## src/rtl/lmi_dram_route_pkg.sv

```systemverilog
`default_nettype none
// ============================================================================
// Module      : lmi_dram_route_pkg
// Description : Shared symbols for the LMI request router: window field
//               positions, config select encodings and the queue entry type.
// Revision    : 1.0 - initial release
// ============================================================================
package lmi_dram_route_pkg;

    localparam int   C_LM_BASE_LO     = 12;
    localparam int   C_LM_TOP_HI      = 23;
    localparam int   C_LM_TOP_LO      = 4;

    localparam logic C_LMI_CFG_BASE   = 1'b0;
    localparam logic C_LMI_CFG_TOP    = 1'b1;
    localparam int   C_LMI_CFG_EN_BIT = 0;

    localparam int   C_QDEPTH         = 2;

    typedef struct packed {
        logic [31:0] addr;
        logic        wr;
        logic [31:0] wdata;
        logic [3:0]  be;
        logic        route;   // 1 = DRAM window, 0 = system bus
    } lmi_req_t;

endpackage
`default_nettype wire

```

## src/rtl/lmi_dram_cmp.sv

```systemverilog
`default_nettype none
// ============================================================================
// Module      : lmi_dram_cmp
// Description : DRAM window hit test of a request address against BASE/TOP.
// Revision    : 1.0 - initial release
// ============================================================================
module lmi_dram_cmp
    import lmi_dram_route_pkg::*;
#(
    parameter int BASE_LO = C_LM_BASE_LO,
    parameter int TOP_HI  = C_LM_TOP_HI,
    parameter int TOP_LO  = C_LM_TOP_LO
) (
    input  logic [31:TOP_LO]      i_addr,
    input  logic                  i_en,
    input  logic [31:BASE_LO]     i_base,
    input  logic [TOP_HI:TOP_LO]  i_top,
    output logic                  o_hit
);

    logic w_hi_eq;
    logic w_ge_base;
    logic w_le_top;

    // Bits above TOP_HI select the region; the two magnitude tests bound it.
    assign w_hi_eq   = (i_addr[31:TOP_HI+1] == i_base[31:TOP_HI+1]);
    assign w_ge_base = (i_addr[TOP_HI:BASE_LO] >= i_base[TOP_HI:BASE_LO]);
    assign w_le_top  = (i_addr[TOP_HI:TOP_LO] <= i_top);

    assign o_hit = i_en & w_hi_eq & w_ge_base & w_le_top;

endmodule
`default_nettype wire

```

## src/rtl/lmi_dram_route.sv

```systemverilog
`default_nettype none
// ============================================================================
// Module      : lmi_dram_route
// Description : 2-entry in-order request queue that tags each request as
//               DRAM-window or system-bus at accept and steers the head.
// Revision    : 1.0 - initial release
// ============================================================================
module lmi_dram_route
    import lmi_dram_route_pkg::*;
#(
    parameter int BASE_LO = C_LM_BASE_LO,
    parameter int TOP_HI  = C_LM_TOP_HI,
    parameter int TOP_LO  = C_LM_TOP_LO
) (
    input  logic        i_clk,
    input  logic        i_rst,
    input  logic        i_cfg_we,
    input  logic        i_cfg_sel,
    input  logic [31:0] i_cfg_wdata,
    output logic [31:0] o_cfg_base,
    output logic [31:0] o_cfg_top,
    input  logic        i_req_valid,
    output logic        o_req_ready,
    input  logic [31:0] i_req_addr,
    input  logic        i_req_wr,
    input  logic [31:0] i_req_wdata,
    input  logic [3:0]  i_req_be,
    output logic        o_dram_valid,
    input  logic        i_dram_ready,
    output logic        o_sys_valid,
    input  logic        i_sys_ready,
    output logic [31:0] o_out_addr,
    output logic        o_out_wr,
    output logic [31:0] o_out_wdata,
    output logic [3:0]  o_out_be
);

    lmi_req_t              r_mem [C_QDEPTH];
    logic                  r_wr_ptr;
    logic                  r_rd_ptr;
    logic [1:0]            r_count;

    logic [31:BASE_LO]     r_base;
    logic                  r_en;
    logic [TOP_HI:TOP_LO]  r_top;

    logic                  r_req_ready;
    logic                  r_dram_valid;
    logic                  r_sys_valid;
    logic [31:0]           r_out_addr;
    logic                  r_out_wr;
    logic [31:0]           r_out_wdata;
    logic [3:0]            r_out_be;

    logic                  w_hit;
    logic                  w_accept;
    logic                  w_pop;
    logic [1:0]            w_count_next;
    logic                  w_rd_next;
    lmi_req_t              w_in;
    lmi_req_t              w_head_next;
    logic [31:0]           w_cfg_base;
    logic [31:0]           w_cfg_top;
    logic                  w_cfg_unused;

    lmi_dram_cmp #(
        .BASE_LO (BASE_LO),
        .TOP_HI  (TOP_HI),
        .TOP_LO  (TOP_LO)
    ) u_cmp (
        .i_addr  (i_req_addr[31:TOP_LO]),
        .i_en    (r_en),
        .i_base  (r_base),
        .i_top   (r_top),
        .o_hit   (w_hit)
    );

    assign w_accept = i_req_valid & r_req_ready;
    assign w_pop    = (r_dram_valid & i_dram_ready) | (r_sys_valid & i_sys_ready);
    assign w_rd_next = r_rd_ptr ^ w_pop;

    assign w_in = '{addr:  i_req_addr,
                    wr:    i_req_wr,
                    wdata: i_req_wdata,
                    be:    i_req_be,
                    route: w_hit};

    always_comb begin
        w_count_next = r_count;
        if (w_accept && !w_pop) begin
            w_count_next = r_count + 2'd1;
        end else if (!w_accept && w_pop) begin
            w_count_next = r_count - 2'd1;
        end
    end

    // The next head is the entry being written this edge when the read pointer
    // lands on the write slot; otherwise it is already in storage.
    always_comb begin
        w_head_next = r_mem[w_rd_next];
        if (w_accept && (r_wr_ptr == w_rd_next)) begin
            w_head_next = w_in;
        end
    end

    always_ff @(posedge i_clk) begin
        if (w_accept) begin
            r_mem[r_wr_ptr] <= w_in;
        end
    end

    always_ff @(posedge i_clk or posedge i_rst) begin
        if (i_rst) begin
            r_wr_ptr     <= 1'b0;
            r_rd_ptr     <= 1'b0;
            r_count      <= 2'd0;
            r_req_ready  <= 1'b1;
            r_dram_valid <= 1'b0;
            r_sys_valid  <= 1'b0;
            r_out_addr   <= 32'd0;
            r_out_wr     <= 1'b0;
            r_out_wdata  <= 32'd0;
            r_out_be     <= 4'd0;
        end else begin
            r_wr_ptr    <= r_wr_ptr ^ w_accept;
            r_rd_ptr    <= w_rd_next;
            r_count     <= w_count_next;
            r_req_ready <= (w_count_next < 2'd2);
            if (w_count_next != 2'd0) begin
                r_dram_valid <= w_head_next.route;
                r_sys_valid  <= ~w_head_next.route;
                r_out_addr   <= w_head_next.addr;
                r_out_wr     <= w_head_next.wr;
                r_out_wdata  <= w_head_next.wdata;
                r_out_be     <= w_head_next.be;
            end else begin
                r_dram_valid <= 1'b0;
                r_sys_valid  <= 1'b0;
            end
        end
    end

    // Route bits are captured at accept, so a write here never alters queued entries.
    always_ff @(posedge i_clk or posedge i_rst) begin
        if (i_rst) begin
            r_base <= '0;
            r_en   <= 1'b0;
            r_top  <= '0;
        end else if (i_cfg_we) begin
            if (i_cfg_sel == C_LMI_CFG_BASE) begin
                r_base <= i_cfg_wdata[31:BASE_LO];
                r_en   <= i_cfg_wdata[C_LMI_CFG_EN_BIT];
            end else begin
                r_top  <= i_cfg_wdata[TOP_HI:TOP_LO];
            end
        end
    end

    always_comb begin
        w_cfg_base                   = '0;
        w_cfg_base[31:BASE_LO]       = r_base;
        w_cfg_base[C_LMI_CFG_EN_BIT] = r_en;
        w_cfg_top                    = '0;
        w_cfg_top[TOP_HI:TOP_LO]     = r_top;
    end

    assign w_cfg_unused = ^i_cfg_wdata;

    assign o_cfg_base   = w_cfg_base;
    assign o_cfg_top    = w_cfg_top;
    assign o_req_ready  = r_req_ready;
    assign o_dram_valid = r_dram_valid;
    assign o_sys_valid  = r_sys_valid;
    assign o_out_addr   = r_out_addr;
    assign o_out_wr     = r_out_wr;
    assign o_out_wdata  = r_out_wdata;
    assign o_out_be     = r_out_be;

endmodule
`default_nettype wire

```

## config.mk

```make
export PLATFORM = sky130hd
export DESIGN_NAME = lmi_dram_route
export DESIGN_NICKNAME = d
export VERILOG_FILES = /design/src/rtl/lmi_dram_route_pkg.sv /design/src/rtl/lmi_dram_cmp.sv /design/src/rtl/lmi_dram_route.sv
export SDC_FILE = /design/constraint.sdc
export NUM_CORES = 1
export LEC_CHECK = 0
export CORE_UTILIZATION = 53
export CTS_BUF_LIST = sky130_fd_sc_hd__clkbuf_8
export DETAILED_ROUTE_END_ITERATION = 10
export PLACE_DENSITY = 0.92
export RECOVER_POWER = 50
export SYNTH_ARGS = -nofsm -noshare
export SYNTH_HDL_FRONTEND = slang
export SYNTH_SLANG_ARGS = --single-unit
```

## constraint.sdc

```tcl
create_clock -name i_clk -period 5.5 [get_ports i_clk]
set_clock_uncertainty 0.05 [all_clocks]
set_input_delay 1.1 -clock i_clk [delete_from_list [all_inputs] [get_ports i_clk]]
set_output_delay 1.1 -clock i_clk [all_outputs]
set_load 0.01 [all_outputs]
```

==> results.sh, run 1 <==
export IMPL_outcome="finished with violations"
export IMPL_violations="capacitance limit, slew limit"
export IMPL_synth_common_cells="140 x edfxtp_1, 116 x dfrtp_1, 87 x nand2_1"
export IMPL_synth_top_family_by_area="multiplexers"
export IMPL_drive_above_1_share=0.168
export IMPL_htreeDepth=2
export IMPL_grt_pass1_vias=7496
export IMPL_peakVddDrop_mv=0.441
export IMPL_post_cts_buffers=0
export IMPL_synth_top_cell_area_share=0.372
export IMPL_fp_row_count=53
export IMPL_cts_tree="built"
export IMPL_via_per_inst=5.24
export IMPL_clk_latency_ps=530
export IMPL_vias=6984
export IMPL_io_pins=244
export IMPL_gp_congestion=0.744
export IMPL_leakagePower_uw=0.00591
export IMPL_grt_total_usage=0.228
export IMPL_antenna_found_initial=1
export IMPL_synth_ff_type="edfxtp_1"
export IMPL_cp_slowest_stage_delay_ps=2030
export IMPL_period_minus_slack_ps=3970
export IMPL_layout_setup_ws_ps=1530
export IMPL_n_antenna_cell=0
export IMPL_grt_overflow=0
export IMPL_clock_fmax_ghz=0.252
export IMPL_post_route_drc_count=0
export IMPL_clk_pin_slew_ps=60
export IMPL_placed_cell_area_mm2=0.0136
export IMPL_seq_area_frac_synth=0.631
export IMPL_wirelength_mm=24.5
export IMPL_cts_buffers=43
export IMPL_synth_edf_count=140
export IMPL_io_buffer_count=217
export IMPL_syn_mean_instance_area_um2=14.3
export IMPL_drtIter0Drc=341
export IMPL_endpoint_kind="asynchronous set/reset pin"
export IMPL_ant_nets=0
export IMPL_synth_compound_area_frac=0.0540
export IMPL_numClockSinks=257
export IMPL_holdWs_ps=443
export IMPL_rsz0062_at_grt="no"
export IMPL_cpLargestDelayFamily="buffers and inverters"
export IMPL_synth_xor_area_share=0.0136
export IMPL_setup_tns_ps=0
export IMPL_routedWlPerCell_um=18.4
export IMPL_firstDrtPassIters=4
export IMPL_finalSetupViolations=0
export IMPL_cts_root_buf="clkbuf_8"
export IMPL_final_area_mm2=0.0145
export IMPL_synth_warnings=0
export IMPL_fin_nets=1167
export IMPL_power_density_mw_per_mm2=583
export IMPL_dieArea_mm2=0.0219
export IMPL_synth_mux_area_frac=0.171
export IMPL_synth_cell_type_count=50
export IMPL_dp_hpwl_mm=15.8
export IMPL_synthCells=792
export IMPL_ys_async_sr_fraction=0.455
export IMPL_crit_chain="dlygate4sd3_1 > clkinvlp_2 > buf_4"
export IMPL_die_y_um=148
export IMPL_dp_slack_ps=1610
export IMPL_maxSlewViolCount=109
export IMPL_core_area_mm2=0.0210
export IMPL_crit_path_max_fanout=75
export IMPL_path_class="input port to asynchronous set/reset pin"
export IMPL_crit_required_ps=6060
export IMPL_synthAdderAreaFrac=0.0376
export IMPL_worstMarginPinSlew_ps=3620
export IMPL_grt_max_degree=92
export IMPL_post_cts_resized=0
export IMPL_hold_violations=0
export IMPL_crit_slowest_cell="clkinvlp_2"
export IMPL_yosys_area_share_simple=0.0436
export IMPL_path_buf_inv=3
export IMPL_ctsHoldBuffers=0
export IMPL_critPathLaunchType="input port"
export IMPL_yosysMostFrequentCell="edfxtp_1"
export IMPL_syn_cell_area_mm2=0.0113
export IMPL_ys_top_cells_by_area="edfxtp_1 37%, dfrtp_1 26%, mux2_2 6.9%"
export IMPL_grt_first_pass_wirelength_mm=38.7
export IMPL_r2r_slack_ps=2590
export IMPL_initial_core_util=0.540
export IMPL_cp_arrival_ps=4530
export IMPL_final_util=0.690
export IMPL_cts_buffer_depth=3
export IMPL_ys_ff_latch=257
export IMPL_hp_class="flop to flop"
export IMPL_yosys_area_top_type="edfxtp_1"
export IMPL_maxSlewHeadroom=-1.42
export IMPL_die_x_um=148
export IMPL_area_delta_synth_final_pct=27.9
export IMPL_cap_violations=2
export IMPL_post_route_period_util=0.721
[cell usage in the layout, fill, tap and decap left out, drive strengths merged, types with 2 or more instances in the layout]
cell and count:
ha 34, bufinv 2, edfxtp 140, xnor2 5
and4 3, nor4 2, clkdlybuf4s50 133, clkbuf 56
o21ai 86, dlygate4sd3 84, dfrtp 116, buf 5
nand2 88, a21oi 13, nor2b 3, mux2 100
clkinv 12, a21o 3, inv 48, nand3 2
conb 23, xor2 7, nor2 5, nand4 3
mux2i 69
[metal layers]
layer	up-vias	track usage	routed length, um
li1	3285	-	-
met4	2	0.0825	597
met3	52	0.0475	1370
met5	-	0	12
met2	231	0.397	12400
met1	3414	0.281	10100
[stage by stage]
| step | total power, uW | instances |
|---|---|---|
| floorplan | 5660 | 814 |
| global placement | 6640 | 1255 |
| detailed placement | 6830 | 1255 |
| CTS | 8580 | 1334 |
| global route | 8910 | 1334 |
| finish | 8440 | 1334 |
[worst register-to-register path, cell delays in order, from the launching register on]
cell     delay (ps)
dfstp_2         520
nand2_1         170
inv_1           220
and3_1          190
a21oi_1          50
xnor2_1         240
nor2_8          580
buf_12          360
mux2_2          410
[cell type report]
type | instances | area [um2]
well taps | 275 | 344
inverters | 38 | 144
multi-input cells | 461 | 3720
clock inverters | 25 | 158
fillers | 1450 | 6490
repair buffers | 224 | 2230
flip-flops and latches | 257 | 7130
clock buffers | 54 | 743
[kinds of logic (layout without fill, tap and decap cells)]
kind of cell / after synthesis / after routing
flops: 257 / 257
mux: 169 / 169
compound gates: 111 / 111
simple gates: 111 / 111
buf+inv: 96 / 341
fa+ha+maj: 34 / 34
xor+xnor: 13 / 13
other cells: 1 / 23
[registers in the layout, summed over array words and instances, names as in the netlist]
name	flops
o_dram_valid	1
o_out_addr	32
o_out_be	4
o_out_wdata	32
o_out_wr	1
o_req_ready	1
o_sys_valid	1
r_base	20
r_count	2
r_en	1
r_mem	140
r_rd_ptr	1
r_top	20
r_wr_ptr	1
[power breakdown]
part / switching, uW / internal (uW) / total [uW]
Combinational: 1750 / 2040 / 3790
Clock: 747 / 981 / 1730
Sequential: 258 / 2660 / 2910
[path summary, 6_finish.rpt]
check,startpoint,end,depth (start not counted)
worst min-delay path,o_out_wdata[23],o_out_wdata[23],1
worst min register to register,o_out_wdata[23],o_out_wdata[23],1
min in group asynchronous,i_rst,o_out_wdata[16],2
worst max-delay path,i_rst,o_out_addr[22],3
worst max register to register,o_req_ready,o_out_wdata[27],8
max in group i_clk,i_req_valid,o_out_wdata[27],9
(Power assumes the default switching activity.)
==> run 2: changes to the inputs <==
Clock period 5.5 ns to 4.1 ns, I/O delays scaled along.
==> run 2 against run 1 <==
Net effect: the run still ends with capacitance limit, slew limit left; total power grew 33%; final area grew 0.16%; worst hold slack gained 9.8 ps; register-to-register slack lost 1400 ps; sequential power grew 34%; non-clock buffer count grew 7; clock power grew 24%; global-route usage shrank 0.50 points.
==> results.sh, run 2 (synthesis results as in run 1) <==
export IMPL_ctsHoldBuffers=0
export IMPL_cts_tree="built"
export IMPL_fin_nets=1174
export IMPL_post_cts_resized=0
export IMPL_leakagePower_uw=0.00594
export IMPL_nFillCells=1393
export IMPL_cpLargestDelayFamily="adder cells"
export IMPL_violations="capacitance limit, slew limit"
export IMPL_ant_nets=0
export IMPL_initial_core_util=0.540
export IMPL_drive_above_1_share=0.162
export IMPL_final_cell_mix="145 x clkdlybuf4s50_1, 140 x edfxtp_1, 116 x dfrtp_1"
export IMPL_cp_arrival_ps=3420
export IMPL_die_x_um=148
export IMPL_clk_pin_slew_ps=60
export IMPL_layout_setup_ws_ps=845
export IMPL_gp_congestion=0.733
export IMPL_finalSetupViolations=0
export IMPL_post_route_period_util=0.794
export IMPL_clock_fmax_ghz=0.307
export IMPL_largest_register="r_mem"
export IMPL_wl_met2_mm=12.3
export IMPL_multiInputGateArea_mm2=0.00369
export IMPL_numClockSinks=257
export IMPL_endpoint_kind="flop"
export IMPL_io_pins=244
export IMPL_grt_overflow=0
export IMPL_crit_chain="dlygate4sd3_1 > nand2_1 > inv_1 > ha_1 > buf_12"
export IMPL_grt_max_degree=104
export IMPL_routedWlPerCell_um=18.0
export IMPL_via_per_inst=5.22
export IMPL_hp_class="flop to flop"
export IMPL_maxSlewViolCount=169
export IMPL_highest_layer="met5"
export IMPL_grt_first_pass_wirelength_mm=38.2
export IMPL_rsz0062_at_grt="no"
export IMPL_setup_tns_ps=0
export IMPL_dp_slack_ps=555
export IMPL_cp_slowest_stage_delay_ps=1370
export IMPL_period_minus_slack_ps=3260
export IMPL_maxSlewHeadroom=-0.588
export IMPL_area_delta_synth_final_pct=28.1
export IMPL_wl_met3_mm=1.35
export IMPL_post_cts_buffers=0
export IMPL_grt_pass1_vias=7479
export IMPL_fp_row_count=53
export IMPL_largest_reg_flops=140
export IMPL_vias=7006
export IMPL_met1Wirelength_mm=10.0
export IMPL_critPathLaunchType="input port"
export IMPL_instances_no_fill=1343
export IMPL_seqCellArea_mm2=0.00713
export IMPL_crit_required_ps=4260
export IMPL_hold_violations=0
export IMPL_crit_slowest_cell="ha_1"
export IMPL_cap_violations=3
export IMPL_worstMarginPinSlew_ps=2380
export IMPL_final_area_mm2=0.0145
export IMPL_cts_buffers=43
export IMPL_path_buf_inv=3
export IMPL_cts_buffer_depth=3
export IMPL_firstDrtPassIters=4
export IMPL_crit_path_max_fanout=39
export IMPL_peakVddDrop_mv=0.480
export IMPL_die_y_um=148
export IMPL_htreeDepth=2
export IMPL_power_density_mw_per_mm2=775
export IMPL_layout_commonest_cell="clkdlybuf4s50_1"
export IMPL_core_area_mm2=0.0210
export IMPL_wirelength_mm=24.2
export IMPL_post_route_drc_count=0
export IMPL_antenna_found_initial=2
export IMPL_dieArea_mm2=0.0219
export IMPL_cts_root_buf="clkbuf_8"
export IMPL_io_buffer_count=217
export IMPL_drtIter0Drc=368
export IMPL_place_inst=1262
export IMPL_grt_total_usage=0.223
export IMPL_outcome="finished with violations"
export IMPL_placed_cell_area_mm2=0.0137
export IMPL_clk_latency_ps=530
export IMPL_dp_hpwl_mm=16.3
export IMPL_path_class="input port to flop"
-- run 2: cell types whose count changed in the layout (fill, tap and decap cells not counted), sizes merged --
cell           previous run  this run
buf                       5        12
bufinv                    2         1
clkbuf                   56        51
clkdlybuf4s50           133       145
clkinv                   12         9
clkinvlp                  1         2
diode                     0         1
dlygate4sd3              84        72
inv                      48        57
-- run 2: where the power goes --
group          switching, uW  internal, uW
logic                   2340          2840
clock network            978          1160
registers                343          3560
-- run 2: layout make-up --
type	count	area share
clock buffer	49	0.0465
timing repair buffer	231	0.162
antenna	1	0.000173
inverter	38	0.0101
multi-input combinational	461	0.255
sequential	257	0.492
clock inverter	31	0.0108
tap	275	0.0237
-- run 2: routing by layer --
| layer | GRT usage | up-vias |
|---|---|---|
| li1 | - | 3287 |
| met1 | 0.278 | 3449 |
| met2 | 0.389 | 226 |
| met3 | 0.0506 | 42 |
| met4 | 0.0639 | 2 |
| met5 | 0 | - |
-- run 2: worst paths after layout --
check,cells past startpoint,start,slack (ps),to
max,5,i_req_valid,840,r_mem[1][10]
min,1,o_out_addr[3],450,o_out_addr[3]
max reg2reg,4,o_req_ready,1150,r_mem[1][10]
min reg2reg,1,o_out_addr[3],450,o_out_addr[3]
max in group asynchronous,3,i_rst,980,r_base[17]
min in group asynchronous,2,i_rst,1460,o_out_wdata[17]
-- run 2: per-stage QoR --
stage	power (uW)	util	hold slack [ps]
3_3_place_gp	9010	0.655	423
5_1_grt	11900	0.692	468
6_report	11200	0.692	453
4_1_cts	11400	0.694	455
2_1_floorplan	7590	-	454
3_5_place_dp	9250	0.655	442
